## src/rtl/store_trace_pkg.sv

```systemverilog
// ============================================================================
// Module   : store_trace_pkg
// Brief    : Shared types for the store trace monitor and its trace FIFO.
// Revision : 1.0 - initial release
// ============================================================================
`default_nettype none

package store_trace_pkg;

    typedef enum logic [1:0] {
        RUN     = 2'd0,
        PASS    = 2'd1,
        FAIL    = 2'd2,
        TIMEOUT = 2'd3
    } monitor_state_t;

    typedef struct packed {
        logic [31:0] address;
        logic [31:0] data;
    } store_entry_t;

    localparam logic [15:0] c_STORE_COUNT_MAX = 16'hFFFF;

endpackage

`default_nettype wire

```

## src/rtl/trace_fifo.sv

```systemverilog
// ============================================================================
// Module   : trace_fifo
// Brief    : First-word-fall-through FIFO of store entries with a registered head.
// Revision : 1.0 - initial release
// ============================================================================
`default_nettype none

module trace_fifo
    import store_trace_pkg::*;
#(
    parameter int DEPTH = 16
) (
    input  logic         clock,
    input  logic         reset,
    input  logic         push,
    input  logic         pop,
    input  store_entry_t push_entry,
    output store_entry_t head,
    output logic         full,
    output logic         empty
);

    localparam int c_AW = $clog2(DEPTH);

    store_entry_t   r_mem [DEPTH];
    store_entry_t   r_head;
    store_entry_t   w_head_next;
    logic [c_AW:0]  r_wr_ptr;
    logic [c_AW:0]  r_rd_ptr;
    logic [c_AW:0]  w_wr_next;
    logic [c_AW:0]  w_rd_next;
    logic           w_do_push;
    logic           w_do_pop;

    assign full  = (r_wr_ptr[c_AW] != r_rd_ptr[c_AW]) &&
                   (r_wr_ptr[c_AW-1:0] == r_rd_ptr[c_AW-1:0]);
    assign empty = (r_wr_ptr == r_rd_ptr);
    assign head  = r_head;

    // A full FIFO still accepts a push when the head leaves in the same cycle.
    assign w_do_push = push && (!full || pop);
    assign w_do_pop  = pop && !empty;
    assign w_wr_next = r_wr_ptr + {{c_AW{1'b0}}, w_do_push};
    assign w_rd_next = r_rd_ptr + {{c_AW{1'b0}}, w_do_pop};

    // Head keeps its last value when the FIFO drains empty.
    always_comb begin
        w_head_next = r_head;
        if (w_rd_next != w_wr_next) begin
            if (w_rd_next == r_wr_ptr) begin
                w_head_next = push_entry;
            end else begin
                w_head_next = r_mem[w_rd_next[c_AW-1:0]];
            end
        end
    end

    always_ff @(posedge clock) begin
        if (w_do_push) begin
            r_mem[r_wr_ptr[c_AW-1:0]] <= push_entry;
        end
    end

    always_ff @(posedge clock or negedge reset) begin
        if (!reset) begin
            r_wr_ptr <= '0;
            r_rd_ptr <= '0;
            r_head   <= '0;
        end else begin
            r_wr_ptr <= w_wr_next;
            r_rd_ptr <= w_rd_next;
            r_head   <= w_head_next;
        end
    end

endmodule

`default_nettype wire

```

## src/rtl/store_trace_monitor.sv

```systemverilog
// ============================================================================
// Module   : store_trace_monitor
// Brief    : Buffers core stores in a trace FIFO and decides PASS/FAIL/TIMEOUT.
// Revision : 1.0 - initial release
// ============================================================================
`default_nettype none

module store_trace_monitor
    import store_trace_pkg::*;
#(
    parameter int          DEPTH           = 16,
    parameter logic [31:0] PASS_ADDRESS    = 32'd100,
    parameter logic [31:0] PASS_DATA       = 32'd7,
    parameter logic [31:0] SCRATCH_ADDRESS = 32'd96,
    parameter int          TIMEOUT_CYCLES  = 1000
) (
    input  logic        clock,
    input  logic        reset,
    input  logic        memory_write_enable,
    input  logic [31:0] data_memory_address,
    input  logic [31:0] write_data,
    input  logic        trace_ready,
    output logic        trace_valid,
    output logic [31:0] trace_address,
    output logic [31:0] trace_data,
    output logic [1:0]  status,
    output logic        done,
    output logic        overflow,
    output logic [15:0] store_count
);

    monitor_state_t r_state;
    monitor_state_t w_state_next;
    logic [31:0]    r_timeout_count;
    logic [31:0]    w_timeout_next;
    logic           r_done;
    logic           r_overflow;
    logic [15:0]    r_store_count;
    logic           w_store_in_run;
    logic           w_pop;
    logic           w_full;
    logic           w_empty;
    store_entry_t   w_push_entry;
    store_entry_t   w_head;

    assign w_store_in_run = memory_write_enable && (r_state == RUN);
    assign w_pop          = !w_empty && trace_ready;
    assign w_push_entry   = '{address: data_memory_address, data: write_data};

    trace_fifo #(
        .DEPTH (DEPTH)
    ) u_trace_fifo (
        .clock      (clock),
        .reset      (reset),
        .push       (w_store_in_run),
        .pop        (w_pop),
        .push_entry (w_push_entry),
        .head       (w_head),
        .full       (w_full),
        .empty      (w_empty)
    );

    // A store in the expiry cycle takes precedence over the timeout.
    always_comb begin
        w_state_next   = r_state;
        w_timeout_next = r_timeout_count;
        if (r_state == RUN) begin
            if (memory_write_enable) begin
                w_timeout_next = '0;
                if (data_memory_address == PASS_ADDRESS) begin
                    w_state_next = (write_data == PASS_DATA) ? PASS : FAIL;
                end else if (data_memory_address != SCRATCH_ADDRESS) begin
                    w_state_next = FAIL;
                end
            end else begin
                w_timeout_next = r_timeout_count + 32'd1;
                if ((TIMEOUT_CYCLES != 0) && (w_timeout_next == 32'(TIMEOUT_CYCLES))) begin
                    w_state_next = TIMEOUT;
                end
            end
        end
    end

    always_ff @(posedge clock or negedge reset) begin
        if (!reset) begin
            r_state         <= RUN;
            r_timeout_count <= '0;
            r_done          <= 1'b0;
        end else begin
            r_state         <= w_state_next;
            r_timeout_count <= w_timeout_next;
            r_done          <= (w_state_next != RUN);
        end
    end

    // Dropped stores are still counted; overflow only records the loss.
    always_ff @(posedge clock or negedge reset) begin
        if (!reset) begin
            r_store_count <= '0;
            r_overflow    <= 1'b0;
        end else begin
            if (w_store_in_run && (r_store_count != c_STORE_COUNT_MAX)) begin
                r_store_count <= r_store_count + 16'd1;
            end
            if (w_store_in_run && w_full && !w_pop) begin
                r_overflow <= 1'b1;
            end
        end
    end

    assign trace_valid   = !w_empty;
    assign trace_address = w_head.address;
    assign trace_data    = w_head.data;
    assign status        = r_state;
    assign done          = r_done;
    assign overflow      = r_overflow;
    assign store_count   = r_store_count;

endmodule

`default_nettype wire
```

## config.mk

```make
export PLATFORM = sky130hd
export DESIGN_NAME = store_trace_monitor
export DESIGN_NICKNAME = d
export VERILOG_FILES = /design/src/rtl/store_trace_pkg.sv /design/src/rtl/trace_fifo.sv /design/src/rtl/store_trace_monitor.sv
export SDC_FILE = /design/constraint.sdc
export NUM_CORES = 2
export LEC_CHECK = 0
export ABC_AREA = 1
export BUFFER_PORTS_ARGS = -buffer_cell sky130_fd_sc_hd__buf_4
export CAP_MARGIN = 40
export CELL_PAD_IN_SITES_DETAIL_PLACEMENT = 2
export CELL_PAD_IN_SITES_GLOBAL_PLACEMENT = 2
export CORE_MARGIN = 3
export CORE_UTILIZATION = 43
export CTS_CLUSTER_DIAMETER = 120
export DETAILED_ROUTE_END_ITERATION = 8
export PLACE_DENSITY = 0.83
export SLEW_MARGIN = 20
export SYNTH_ARGS = -nofsm -noshare
export SYNTH_HDL_FRONTEND = slang
export SYNTH_SLANG_ARGS = --single-unit
```

## constraint.sdc

```tcl
create_clock -name clock -period 5.08 [get_ports clock]
set_input_delay 0.762 -clock clock [delete_from_list [all_inputs] [get_ports clock]]
set_output_delay 0.762 -clock clock [all_outputs]
set_load 0.02 [all_outputs]
```

==> impl_metrics.env <==
export IMPL_hpwl_um=94700
export IMPL_synth_net_count=3909
export IMPL_cts_root_buf="clkbuf_16"
export IMPL_synth_edff_count=1024
export IMPL_post_route_period_util=0.994
export IMPL_cts_buffers=119
export IMPL_cp_end_kind="flip-flop"
export IMPL_synthCells=3834
export IMPL_tightestPinTransition_ns=1.04
export IMPL_clk_latency_ns=0.72
export IMPL_postSynthAreaPerCell_sq_um=12.2
export IMPL_cp_start_kind="flip-flop"
export IMPL_synth_flop_cell="edfxtp_1"
export IMPL_port_buffers=152
export IMPL_area_growth_syn_to_layout_pct=14.9
export IMPL_cts_tree="done"
export IMPL_reg2regPathDepth=17
export IMPL_yosys_warnings=0
export IMPL_slew_violations=0
export IMPL_synth_cell_types=38
export IMPL_post_cts_buffers=0
export IMPL_hold_path_cell_count=1
export IMPL_wl_um=193000
export IMPL_placed_cell_area_sq_um=49400
export IMPL_async_flop_share=0.110
export IMPL_fin_ws_ns=0.0280
export IMPL_setup_tns_ns=0
export IMPL_clock_fmax_ghz=0.198
export IMPL_post_place_ws_ns=0.641
export IMPL_finalSetupViolations=0
export IMPL_coreArea_sq_um=107000
export IMPL_required_ns=5.62
export IMPL_maxCapViolCount=0
export IMPL_slew_limit_headroom=0.309
export IMPL_syn_area_sq_um=46600
export IMPL_place_congestion=0.772
export IMPL_rsz0062_at_grt="no"
export IMPL_crit_type="reg -> reg"
export IMPL_layout_drive_gt1_share=0.109
export IMPL_grt_pass1_wl_um=268000
export IMPL_clockBufferDepth=3
export IMPL_num_rows=120
export IMPL_hp_class="in -> reg"
export IMPL_start_util=0.434
export IMPL_worstPathMaxFanout=37
export IMPL_die_area_sq_um=112000
export IMPL_ys_seq_area_frac=0.728
export IMPL_antenna_left=0
export IMPL_vias=35500
export IMPL_stdcell_area_sq_um=53600
export IMPL_die_h_um=335
export IMPL_period_minus_slack_ns=5.05
export IMPL_fillers=10000
export IMPL_grt_max_degree=203
export IMPL_cts_max_level=3
export IMPL_io_pins=153
export IMPL_vias_per_cell=6.52
export IMPL_synth_seq_cells=1150
export IMPL_finalHoldViolations=0
export IMPL_grt_overflow=0
export IMPL_cp_arrival_ns=5.60
export IMPL_clkSlewWorstSetupHoldPaths_ns=0.07
export IMPL_vdd_drop_max_mv=0.723
export IMPL_fin_nets=4008
export IMPL_die_w_um=335
export IMPL_finClkSkew_ns=0.0354
export IMPL_firstDrtPassIters=5
export IMPL_wl_per_cell_um=35.5
export IMPL_dr_first_iter_drc_count=4436
export IMPL_antenna_found_initial=11
export IMPL_drc_errors=0
export IMPL_clock_sinks=1150
export IMPL_grt_pass1_vias=38500
export IMPL_grt_total_usage=0.324
export IMPL_powerDensity_nw_per_um2=670
export IMPL_power_leakage_nw=18.7
export IMPL_status="complete, no violations"
==> worst max-delay path: stages, from the launching register on <==
cell and delay [ns]:
dfrtp_1 0.50, xnor2_1 0.25, inv_1 0.16, nor4_1 0.41, nand2_1 0.16, nand2_1 0.13, inv_1 0.08, ha_4 0.18
ha_4 0.19, xor2_4 0.22, buf_4 0.58, nor2_1 0.23, nor4_2 0.49, o211ai_4 0.36, buf_12 0.30, buf_4 0.27
o211ai_1 0.15, o21ai_1 0.17
==> state kept, by name (all words and copies together) (netlist names), 2 cells and up <==
name / flops
store_count: 16
u_trace_fifo.r_mem: 1024
u_trace_fifo.r_rd_ptr: 5
u_trace_fifo.head: 64
status: 2
r_timeout_count: 32
u_trace_fifo.r_wr_ptr: 5
==> per-layer routing <==
layer / wire [um] / track usage / part of all wire
met1: 70900 / 0.392 / 0.37
met2: 94600 / 0.540 / 0.49
met3: 15800 / 0.0690 / 0.082
met4: 12100 / 0.179 / 0.062
met5: 11 / 0 / 0.000057
==> power breakdown <==
part / internal, mW / switching, mW / total [mW]
logic: 4.28 / 11.2 / 15.5
registers: 10.7 / 0.410 / 11.1
clock network: 5.10 / 4.21 / 9.32
==> through the flow <==
stage           util  hold slack [ns]  cells  power [mW]
2_1_floorplan      -            0.466   3834        19.9
3_3_place_gp   0.460            0.477   5204        23.8
3_5_place_dp   0.461            0.493   5207        25.2
4_1_cts        0.497            0.138   5434        35.2
5_1_grt        0.499            0.379   5445        37.2
6_report       0.499            0.376   5453        35.9
==> layout make-up <==
class	count	area [sq um]	area share
sequential	1150	33900	0.633
multi-input combinational	2290	11300	0.211
clock buffer	171	3400	0.0634
timing repair buffer	227	2070	0.0386
tap	1403	1760	0.0328
inverter	145	564	0.0105
clock inverter	56	526	0.00981
antenna	11	27.5	0.000514
==> final timing paths <==
kind / endpoint / start / slack [ns]
min in group asynchronous: store_count[13]$_DFFE_PN0P_ / reset / 0.45
min: u_trace_fifo.r_mem[0][41]$_DFFE_PP_ / data_memory_address[9] / 0.38
min reg2reg: store_count[0]$_DFFE_PN0P_ / store_count[0]$_DFFE_PN0P_ / 0.53
max in group asynchronous: u_trace_fifo.head[61]$_DFFE_PN0P_ / reset / 3.37
max reg2reg: u_trace_fifo.head[25]$_DFFE_PN0P_ / u_trace_fifo.r_rd_ptr[3]$_DFF_PN0_ / 0.03
max: u_trace_fifo.head[25]$_DFFE_PN0P_ / u_trace_fifo.r_rd_ptr[3]$_DFF_PN0_ / 0.03
==> timing repair <==
action,4_1_cts,5_1_grt
hold buffers,0,1
setup endpoints to repair,0,0
hold endpoints to repair,0,10
gates resized for setup,0,0
==> cell usage in the layout, fill, tap and decap left out, drive strengths merged <==
master,n
edfxtp,1024
nor2,657
o21ai,600
nand2,391
buf,226
o22ai,204
clkbuf,171
a21oi,148
inv,147
dfrtp,126
nand3,92
a32o,64
o211ai,49
clkinv,40
xor2,25
nor4,13
nand4,12
nor3,12
diode,11
bufinv,9
ha,7
xnor2,6
clkinvlp,5
a22o,3
or2,2
and2,1
nor3b,1
mux2,1
o2111ai,1
o21bai,1
dlygate4sd3,1
==> cells by family (layout without fill, tap and decap cells) <==
group / after synthesis / after routing / share of synthesized area
flops: 1150 / 1150 / 0.728
xor+xnor: 31 / 31 / 0.00599
simple gates: 1181 / 1181 / 0.100
other cells: 0 / 11 / 0
buf+inv: 394 / 599 / 0.0340
mux: 1 / 1 / 0.000242
fa+ha+maj: 7 / 7 / 0.00188
compound gates: 1070 / 1070 / 0.130
==> Yosys cell counts, types with 12 or more instances <==
cell type | n | area, sq um
a21oi_1 | 148 | 741
a32o_1 | 64 | 641
buf_1 | 24 | 90.1
buf_2 | 65 | 325
clkbuf_1 | 154 | 578
dfrtp_1 | 126 | 3150
edfxtp_1 | 1024 | 30700
inv_1 | 144 | 541
nand2_1 | 390 | 1460
nand3_1 | 92 | 460
nand4_1 | 12 | 75.1
nor2_1 | 654 | 2450
nor3_1 | 12 | 60.1
nor4_1 | 12 | 75.1
o211ai_1 | 48 | 360
o21ai_0 | 549 | 2750
o21ai_1 | 51 | 255
o22ai_1 | 204 | 1280
xor2_1 | 24 | 210
Power figures use the tool's default switching activity.
